==> config.mk <==
export PLATFORM = sky130hd
export DESIGN_NAME = multicycle_rtype_core
export DESIGN_NICKNAME = d
export VERILOG_FILES = /design/src/rtl/rtype_core_pkg.sv /design/src/rtl/rtype_alu.sv /design/src/rtl/multicycle_rtype_core.sv
export SDC_FILE = /design/constraint.sdc
export NUM_CORES = 2
export LEC_CHECK = 0
export CAP_MARGIN = 20
export CELL_PAD_IN_SITES_DETAIL_PLACEMENT = 0
export CELL_PAD_IN_SITES_GLOBAL_PLACEMENT = 2
export CORE_ASPECT_RATIO = 0.7
export CORE_MARGIN = 3
export CORE_UTILIZATION = 35
export DETAILED_ROUTE_END_ITERATION = 6
export GPL_ROUTABILITY_DRIVEN = 1
export GPL_TIMING_DRIVEN = 0
export PLACE_DENSITY_LB_ADDON = 0.2
export SLEW_MARGIN = 15
export SYNTH_ARGS = -nofsm -noshare
export SYNTH_HDL_FRONTEND = slang
export SYNTH_SLANG_ARGS = --single-unit
==> constraint.sdc <==
create_clock -name CLK -period 3.5 [get_ports CLK]
set_input_delay 0.35 -clock CLK [delete_from_list [all_inputs] [get_ports CLK]]
set_output_delay 0.35 -clock CLK [all_outputs]
set_load 0.005 [all_outputs]
==> src/rtl/rtype_core_pkg.sv <==
// Shared encodings, enums and the instruction decoder for the multi-cycle R-type core.
package rtype_core_pkg;

  localparam logic [6:0] OP_R    = 7'b0110011;
  localparam logic [6:0] OP_IMM  = 7'b0010011;
  localparam logic [6:0] F7_BASE = 7'b0000000;
  localparam logic [6:0] F7_ALT  = 7'b0100000;

  localparam logic [2:0] F3_ADD  = 3'b000;
  localparam logic [2:0] F3_SLL  = 3'b001;
  localparam logic [2:0] F3_SLT  = 3'b010;
  localparam logic [2:0] F3_SLTU = 3'b011;
  localparam logic [2:0] F3_XOR  = 3'b100;
  localparam logic [2:0] F3_SR   = 3'b101;
  localparam logic [2:0] F3_OR   = 3'b110;
  localparam logic [2:0] F3_AND  = 3'b111;

  typedef enum logic [3:0] {
    ADD, SUB, SLL, SLT, SLTU, XOR, SRL, SRA, OR, AND
  } alu_op_e;

  typedef enum logic [2:0] {
    FETCH, DECODE, EXEC, WB, HALT
  } state_e;

  typedef struct packed {
    logic    legal;
    logic    use_imm;
    alu_op_e op;
  } dec_t;

  function automatic dec_t decode(input logic [31:0] ir);
    dec_t d;
    d.legal   = 1'b0;
    d.use_imm = 1'b0;
    d.op      = ADD;
    if (ir[6:0] == OP_IMM && ir[14:12] == F3_ADD) begin
      d.legal   = 1'b1;
      d.use_imm = 1'b1;
    end else if (ir[6:0] == OP_R && ir[31:25] == F7_BASE) begin
      d.legal = 1'b1;
      case (ir[14:12])
        F3_ADD:  d.op = ADD;
        F3_SLL:  d.op = SLL;
        F3_SLT:  d.op = SLT;
        F3_SLTU: d.op = SLTU;
        F3_XOR:  d.op = XOR;
        F3_SR:   d.op = SRL;
        F3_OR:   d.op = OR;
        default: d.op = AND;
      endcase
    end else if (ir[6:0] == OP_R && ir[31:25] == F7_ALT && ir[14:12] == F3_ADD) begin
      d.legal = 1'b1;
      d.op    = SUB;
    end else if (ir[6:0] == OP_R && ir[31:25] == F7_ALT && ir[14:12] == F3_SR) begin
      d.legal = 1'b1;
      d.op    = SRA;
    end
    return d;
  endfunction

endpackage

==> src/rtl/rtype_alu.sv <==
// Combinational ALU for the ten base R-type operations.
module rtype_alu
  import rtype_core_pkg::*;
#(
  parameter int XLEN = 32
) (
  input  alu_op_e         op_i,
  input  logic [XLEN-1:0] a_i,
  input  logic [XLEN-1:0] b_i,
  output logic [XLEN-1:0] result_o
);

  localparam int SW = $clog2(XLEN);

  logic [SW-1:0] shamt;
  assign shamt = b_i[SW-1:0];

  always_comb begin
    result_o = '0;
    case (op_i)
      ADD:     result_o = a_i + b_i;
      SUB:     result_o = a_i - b_i;
      SLL:     result_o = a_i << shamt;
      SLT:     result_o = {{(XLEN-1){1'b0}}, ($signed(a_i) < $signed(b_i))};
      SLTU:    result_o = {{(XLEN-1){1'b0}}, (a_i < b_i)};
      XOR:     result_o = a_i ^ b_i;
      SRL:     result_o = a_i >> shamt;
      SRA:     result_o = $signed(a_i) >>> shamt;
      OR:      result_o = a_i | b_i;
      AND:     result_o = a_i & b_i;
      default: result_o = '0;
    endcase
  end

endmodule

==> src/rtl/multicycle_rtype_core.sv <==
// Four-cycle FETCH/DECODE/EXEC/WB core for RV32I R-type plus ADDI; illegal encodings halt it.
module multicycle_rtype_core
  import rtype_core_pkg::*;
#(
  parameter int XLEN       = 32,
  parameter int NREG       = 32,
  parameter int IMEM_WORDS = 64,
  parameter int AW         = $clog2(IMEM_WORDS) + 2
) (
  input  logic            CLK,
  input  logic            RST,
  input  logic            EN,
  output logic [AW-1:0]   IADDR,
  input  logic [31:0]     INST,
  output logic [XLEN-1:0] OUT,
  output logic            HALTED,
  output logic [31:0]     RETIRED,
  input  logic [4:0]      DBG_SEL,
  output logic [XLEN-1:0] DBG_DATA
);

  localparam int RIW = $clog2(NREG);

  state_e          state_q, state_d;
  logic [AW-1:0]   pc_q;
  logic [31:0]     ir_q;
  alu_op_e         op_q;
  logic [XLEN-1:0] a_q, b_q, r_q, out_q;
  logic            halted_q;
  logic [31:0]     retired_q;
  logic [XLEN-1:0] rf_q [NREG];

  dec_t            dec;
  logic [RIW-1:0]  rs1_idx, rs2_idx, rd_idx, dbg_idx;
  logic [XLEN-1:0] imm_sext, alu_res;
  logic            ld_ir, ld_ab, ld_r, do_wb, set_halt;

  assign dec      = decode(ir_q);
  assign rs1_idx  = ir_q[15 +: RIW];
  assign rs2_idx  = ir_q[20 +: RIW];
  assign rd_idx   = ir_q[7 +: RIW];
  assign dbg_idx  = DBG_SEL[RIW-1:0];
  assign imm_sext = {{(XLEN-12){ir_q[31]}}, ir_q[31:20]};

  always_comb begin
    state_d  = state_q;
    ld_ir    = 1'b0;
    ld_ab    = 1'b0;
    ld_r     = 1'b0;
    do_wb    = 1'b0;
    set_halt = 1'b0;
    if (EN) begin
      case (state_q)
        FETCH: begin
          state_d = DECODE;
          ld_ir   = 1'b1;
        end
        DECODE: begin
          if (dec.legal) begin
            state_d = EXEC;
            ld_ab   = 1'b1;
          end else begin
            state_d  = HALT;
            set_halt = 1'b1;
          end
        end
        EXEC: begin
          state_d = WB;
          ld_r    = 1'b1;
        end
        WB: begin
          state_d = FETCH;
          do_wb   = 1'b1;
        end
        HALT:    state_d = HALT;
        default: state_d = FETCH;
      endcase
    end
  end

  always_ff @(posedge CLK) begin
    if (RST) state_q <= FETCH;
    else     state_q <= state_d;
  end

  always_ff @(posedge CLK) begin
    if (RST) begin
      pc_q      <= '0;
      ir_q      <= '0;
      op_q      <= ADD;
      a_q       <= '0;
      b_q       <= '0;
      r_q       <= '0;
      out_q     <= '0;
      halted_q  <= 1'b0;
      retired_q <= '0;
    end else begin
      if (ld_ir) ir_q <= INST;
      if (ld_ab) begin
        a_q  <= rf_q[rs1_idx];
        b_q  <= dec.use_imm ? imm_sext : rf_q[rs2_idx];
        op_q <= dec.op;
      end
      if (set_halt) halted_q <= 1'b1;
      if (ld_r) r_q <= alu_res;
      if (do_wb) begin
        out_q     <= r_q;
        retired_q <= retired_q + 32'd1;
        pc_q      <= pc_q + AW'(4);
      end
    end
  end

  // Entry 0 is never written, so it reads as the hardwired zero register.
  always_ff @(posedge CLK) begin
    if (RST) begin
      for (int i = 0; i < NREG; i++) rf_q[i] <= '0;
    end else if (do_wb && rd_idx != '0) begin
      rf_q[rd_idx] <= r_q;
    end
  end

  rtype_alu #(.XLEN(XLEN)) u_alu (
    .op_i     (op_q),
    .a_i      (a_q),
    .b_i      (b_q),
    .result_o (alu_res)
  );

  assign IADDR    = pc_q;
  assign OUT      = out_q;
  assign HALTED   = halted_q;
  assign RETIRED  = retired_q;
  assign DBG_DATA = (dbg_idx == '0) ? '0 : rf_q[dbg_idx];

endmodule
Yosys cells after proc, flatten, opt, wreduce, memory -nomap -nowiden
Memory sizes are Yosys's and may differ from the RTL's. A register that Yosys moved wholly into a read port is not among the register bits.
Index checks and enable logic that the tools add are counted.
Widths: inputs -> output; s select.
- equality and inequality tests: 22
- multiplexer cells: 37
- reductions and logical operators: 13
- shifts and indexed selects: 3
- add/subtract/negate cells: 4
- bitwise operators: 3
- order comparisons: 2
- operators with widths (operator ; count):
    $pmux 32 s10 ; 1
    $mux 32 ; 3
    $lt 32x32->1 ; 2
    $add 32x1->32 const B ; 1
    $add 32x32->32 ; 1
    $and 32x32->32 ; 1
    $or 32x32->32 ; 1
    $reduce_or 32->1 ; 1
    $shl 32x5->32 ; 1
    $shr 32x5->32 ; 1
    $sshr 32x5->32 ; 1
    $sub 32x32->32 ; 1
    $xor 32x32->32 ; 1
    $pmux 4 s7 ; 1
    $mux 1 ; 23
    $eq 4x3->1 const B ; 4
    $mux 5 ; 3
    $eq 7x6->1 const B ; 2
    $eq 3x2->1 const B ; 4
    $eq 3x3->1 const B ; 4
    $pmux 3 s4 ; 1
    $mux 3 ; 3
    $add 8x3->8 const B ; 1
    $eq 4x2->1 const B ; 2
    other kinds (11) ; 20
- register bits: 176
- memories: 1
- bits of input ports: 40
- memory bits (writable): 1024
- output and inout port bits: 105
- word-level logic and storage cells: 94
- memory list (name ; depth ; width ; read ports ; clocked after memory_dff ; wr ports ; line ; source):
    rf_q ; 32 ; 32 ; 3 ; 2 ; 32 ; multicycle_rtype_core.sv:31 ; logic [XLEN-1:0] rf_q [NREG];

Longest topological paths before layout
- depth after elaboration: 10
- depth in mapped cells: 15
- depth with buffers taken out: 13

Hierarchy
A second synthesis with hierarchy kept.
- cell total of the unflattened synthesis: 6185
- area, all modules: 77470.6 µm²
- by module, submodules not included (module ; area each (µm²) ; cells each ; times used):
    multicycle_rtype_core ; 69406.6 ; 4898 ; 1
    rtype_alu ; 8064.0 ; 1287 ; 1

Worst setup path before layout
No wires, ideal clock.
- kind: register -> register
- start: register b_q[2]
- end: register r_q[12]
- path buffers: 4
- arrival: 3557 ps
- path slack: -189 ps
- period minus slack after synthesis: 3689 ps
- data required time: 3368 ps
- setup time: 132 ps
- cell stages (with the launch flop): 16
- cells stage by stage: dfxtp_1 -> buf_2 -> clkinv_1 -> buf_1 -> clkbuf_1 -> ha_1 -> clkbuf_1 -> nor3b_1 -> nor3_1 -> nor4b_1 -> o21ai_0 -> o311a_1 -> nor2_1 -> xnor2_1 -> a2111oi_0 -> nor3_1
- cells in the longest elaborated chain, start to end: 2
- ends and longest elaborated chain (element ; line ; source):
    from (decl) ; multicycle_rtype_core.sv:28 ; logic [XLEN-1:0] a_q, b_q, r_q, out_q;
    from (signal assigned) ; multicycle_rtype_core.sv:101 ; b_q <= dec.use_imm ? imm_sext : rf_q[rs2_idx];
    $sub 32x32->32, or another cell as far along ; rtype_alu.sv:22 ; SUB: result_o = a_i - b_i;
    $pmux 32 s10 * ; rtype_alu.sv:20 ; case (op_i)
    to (signal assigned) ; multicycle_rtype_core.sv:105 ; if (ld_r) r_q <= alu_res;
    to (decl) ; multicycle_rtype_core.sv:28 ;
Every way passes the cells marked *; elsewhere a longest branch is shown, timed or not.
A chain may end at the register's enable or synchronous reset.

==> flow_summary.yaml <==
cells_and_area:
  drive_gt1_share_pct: 31.4
  multiInputGateArea_um2: 42400
  n_fill_cell: 20385
  fin_util_pct: 41.9
  nets: 6461
  areaGrowthSynthToFinish_pct: 18.5
  seqCellArea_um2: 35100
setup_path:
  slowest_stage: "clkbuf_1"
  required_ps: 4140
  crit_path_start_kind: "flop"
  cp_max_fo: 10
  crit_path_frequent_cell: "clkbuf_1"
  r2r_setup_slack_ps: -150
  arrival_ps: 4280
  r2r_cells: 5
  timing.rr.start: "ir_q[19]"
  endpoint_kind: "flop"
  r2r_end: "a_q[31]"
  critPathKind: "reg -> reg"
  cpPeakStageDelay_ps: 970
  crit_path_cell_trace: "clkbuf_1, clkbuf_1, mux4_2, mux2i_2, a211oi_1"
floorplan:
  fp.dieW_um: 572
  ioPinCount: 145
  die_y_um: 402
  num_rows: 144
  core_area_um2: 221000
  die-area_um2: 230000
  start_util_pct: 35.4
placement:
  hpwl_um: 325000
  place_congestion: 1.02
  dp_slack_ps: -2620
  port_buffers: 139
global_route:
  grt_max_degree: 33
  grt-ovfl-total: 0
  grt_first_pass_wirelength_um: 545000
  track_usage_pct: 35.7
  antenna_found_initial: 26
  grt_pass1_vias: 57628
clock_tree:
  numCtsBuffers: 149
  clkTransAtPathRegs_ps: 70
  cts_hold_buf: 0
  clockBufferDepth: 4
  clock-sinks: 1235
  cts_tree: "done"
  root_buffer: "clkbuf_16"
  htree_levels: 4
  worstSkewPairLatency_ps: 850
synth:
  ys_ff_latch: 1235
  synth_top_cell_area_share_pct: 39.2
  netlist_instances: 5861
  synth-warning-count: 0
  synth_edf_count: 1024
  ys_async_sr_fraction_pct: 0
  ys_types: 83
  ys.flop_type: "edfxtp_1"
  seq_area_frac_synth_pct: 44.6
  ys_top_cells_by_area: "edfxtp_1 (39%), mux4_2 (29%), and2_1 (8.0%)"
  yosysTopAreaCell: "edfxtp_1"
  synth_area_um2: 78400
  syn_area_per_cell_um2: 13.4
routing:
  drt_pass1_iterations: 7
  post_drt_wl_per_cell_um: 44.8
  ant_nets: 0
  route.vias.total: 62413
  drcViolationCount: 1
  first_iter_violations: 11177
  via_per_inst: 6.66
  wirelength_um: 420000
sta:
  max_slew_margin_pct: 11.2
  rsz0062_at_grt: "true"
  fin_crit_ps: 3650
  slew_viol_final: 0
  fin_crit_sh_pct: 104
  hold_ws_ps: 71.6
  worstMarginPinSlew_ps: 1330
  hold_violations: 0
  fin_ws_ps: -147
  max_freq_mhz: 274
  setup_tns_ps: -1160
  fin_worst_skew_ps: 58.2
  setup_viol: 29
hold_path:
  holdPathStages: 3
  hold_start: "INST[30]"
  min_to: "ir_q[30]"
  hold_path.class: "in -> reg"
outcome:
  outcome: "finished with violations"
  violations: "design-rule violations, negative setup slack"
power_and_ir_drop:
  power.density_nw_per_um2: 415
  ir_drop_mv: 0.372
  leakage_nw: 30.8
flow_run:
  cap_viol_max_count: 0
[registers in the layout, indices dropped and copies added (netlist names), named ones only]
register  count
HALTED        1
IADDR         6
OUT          32
RETIRED      32
a_q          32
b_q          32
ir_q         32
op_q          4
r_q          32
rf_q       1024
state_q       3
[layout make-up]
| class | instances | area share (%) |
|---|---|---|
| multi-input cells | 3952 | 45.7 |
| flip-flops and latches | 1235 | 37.8 |
| clock buffers | 187 | 4.31 |
| well taps | 2920 | 3.93 |
| plain buffers | 600 | 3.68 |
| repair buffers | 280 | 3.45 |
| clock inverters | 70 | 0.661 |
| inverters | 100 | 0.473 |
| diodes | 24 | 0.0647 |
[cell usage after synthesis, drive strengths merged, types with 6 or more instances]
cell type	instances
nand3b	8
o22ai	20
dfxtp	211
mux2i	141
nor2b	15
and2	999
buf	132
a21o	15
inv	97
nor4	16
nor4b	6
o21ai	115
xnor2	22
nor3	39
nand3	46
a2111oi	7
xor2	26
a211oi	91
a22oi	6
a21oi	242
a222oi	11
and3	11
o21bai	12
a221oi	21
mux4	1006
nor2	316
mux2	13
or3	17
nand4	16
o211ai	41
a31oi	18
o221ai	9
nand2b	19
clkbuf	483
a211o	8
edfxtp	1024
o31ai	12
nand2	338
or2	38
ha	101
[how the worst max path moves through the flow]
| stage | startpoint | end | cells after the start |
|---|---|---|---|
| final | ir_q[19] | a_q[31] | 5 |
| after global routing | b_q[3] | r_q[30] | 13 |
| after CTS | state_q[0] | rf_q[16][13] | 8 |
| after detailed placement | b_q[4] | r_q[30] | 13 |
| after global placement | a_q[19] | r_q[28] | 13 |
| after floorplan | b_q[2] | r_q[30] | 15 |
[cell usage in the layout, fill, tap and decap left out, types with 76 or more instances in the layout]
master / synthesis / layout
edfxtp_1: 1024 / 1024
mux4_2: 1006 / 1006
and2_1: 999 / 999
nand2_1: 338 / 329
clkbuf_1: 483 / 289
nor2_1: 316 / 275
a21oi_1: 241 / 224
dfxtp_1: 211 / 179
clkbuf_16: 0 / 158
clkbuf_2: 0 / 139
clkdlybuf4s50_1: 0 / 133
buf_4: 2 / 102
mux2i_1: 141 / 99
o21ai_0: 115 / 94
inv_1: 97 / 89
a211oi_1: 91 / 82
ha_1: 101 / 76
[worst max-delay path, delay by kind of cell, from the launching register on]
kind	cells	cell delay, ps
buffers and inverters	2	1910
multiplexers	2	990
flip-flops	1	330
AO/OA/AOI/OAI	1	170
[logic make-up (layout without fill, tap and decap cells)]
kind of cell | Yosys count | count (layout) | share of synthesized area, %
xor gates and xnor gates | 48 | 48 | 0.536
adders and majority gates | 103 | 103 | 1.66
other | 1 | 58 | 0.00478
AOI/OAI and AO/OA | 695 | 695 | 5.71
DFF | 1235 | 1235 | 44.6
muxes | 1160 | 1160 | 30.9
buffers and inverters | 715 | 1237 | 3.50
and+or+nand+nor | 1904 | 1912 | 13.1
[through the flow]
step	total power [W]	area, um2	cells
2_1_floorplan	0.0201	78500	5894
3_3_place_gp	0.0226	83600	8953
3_5_place_dp	0.0228	85000	9029
4_1_cts	0.0383	91800	9312
5_1_grt	0.0391	92800	9344
6_report	0.0385	92900	9368
[timing repair]
item,in CTS,in global routing
pin swaps,31,36
gates resized for setup,643,219
endpoints found under the setup margin,2061,1039
gates cloned,4,4
setup buffers,32,29
[layer usage]
layer | wire length (um) | vias to the layer above | share of wire (%) | global-route usage (%)
met4 | 17000 | 10 | 4.0 | 12.3
met1 | 181000 | 32950 | 43 | 54.4
met5 | 174 | - | 0.041 | 0.439
li1 | - | 23670 | - | -
met2 | 156000 | 5126 | 37 | 44.3
met3 | 65400 | 657 | 16 | 15.0
[where the power goes]
group          leakage [nW]  internal (W)  switching [W]
clock network          2.27       0.00878        0.00689
logic                  16.7       0.00257        0.00346
registers              11.8        0.0164       0.000412
(Power assumes the default switching activity.)
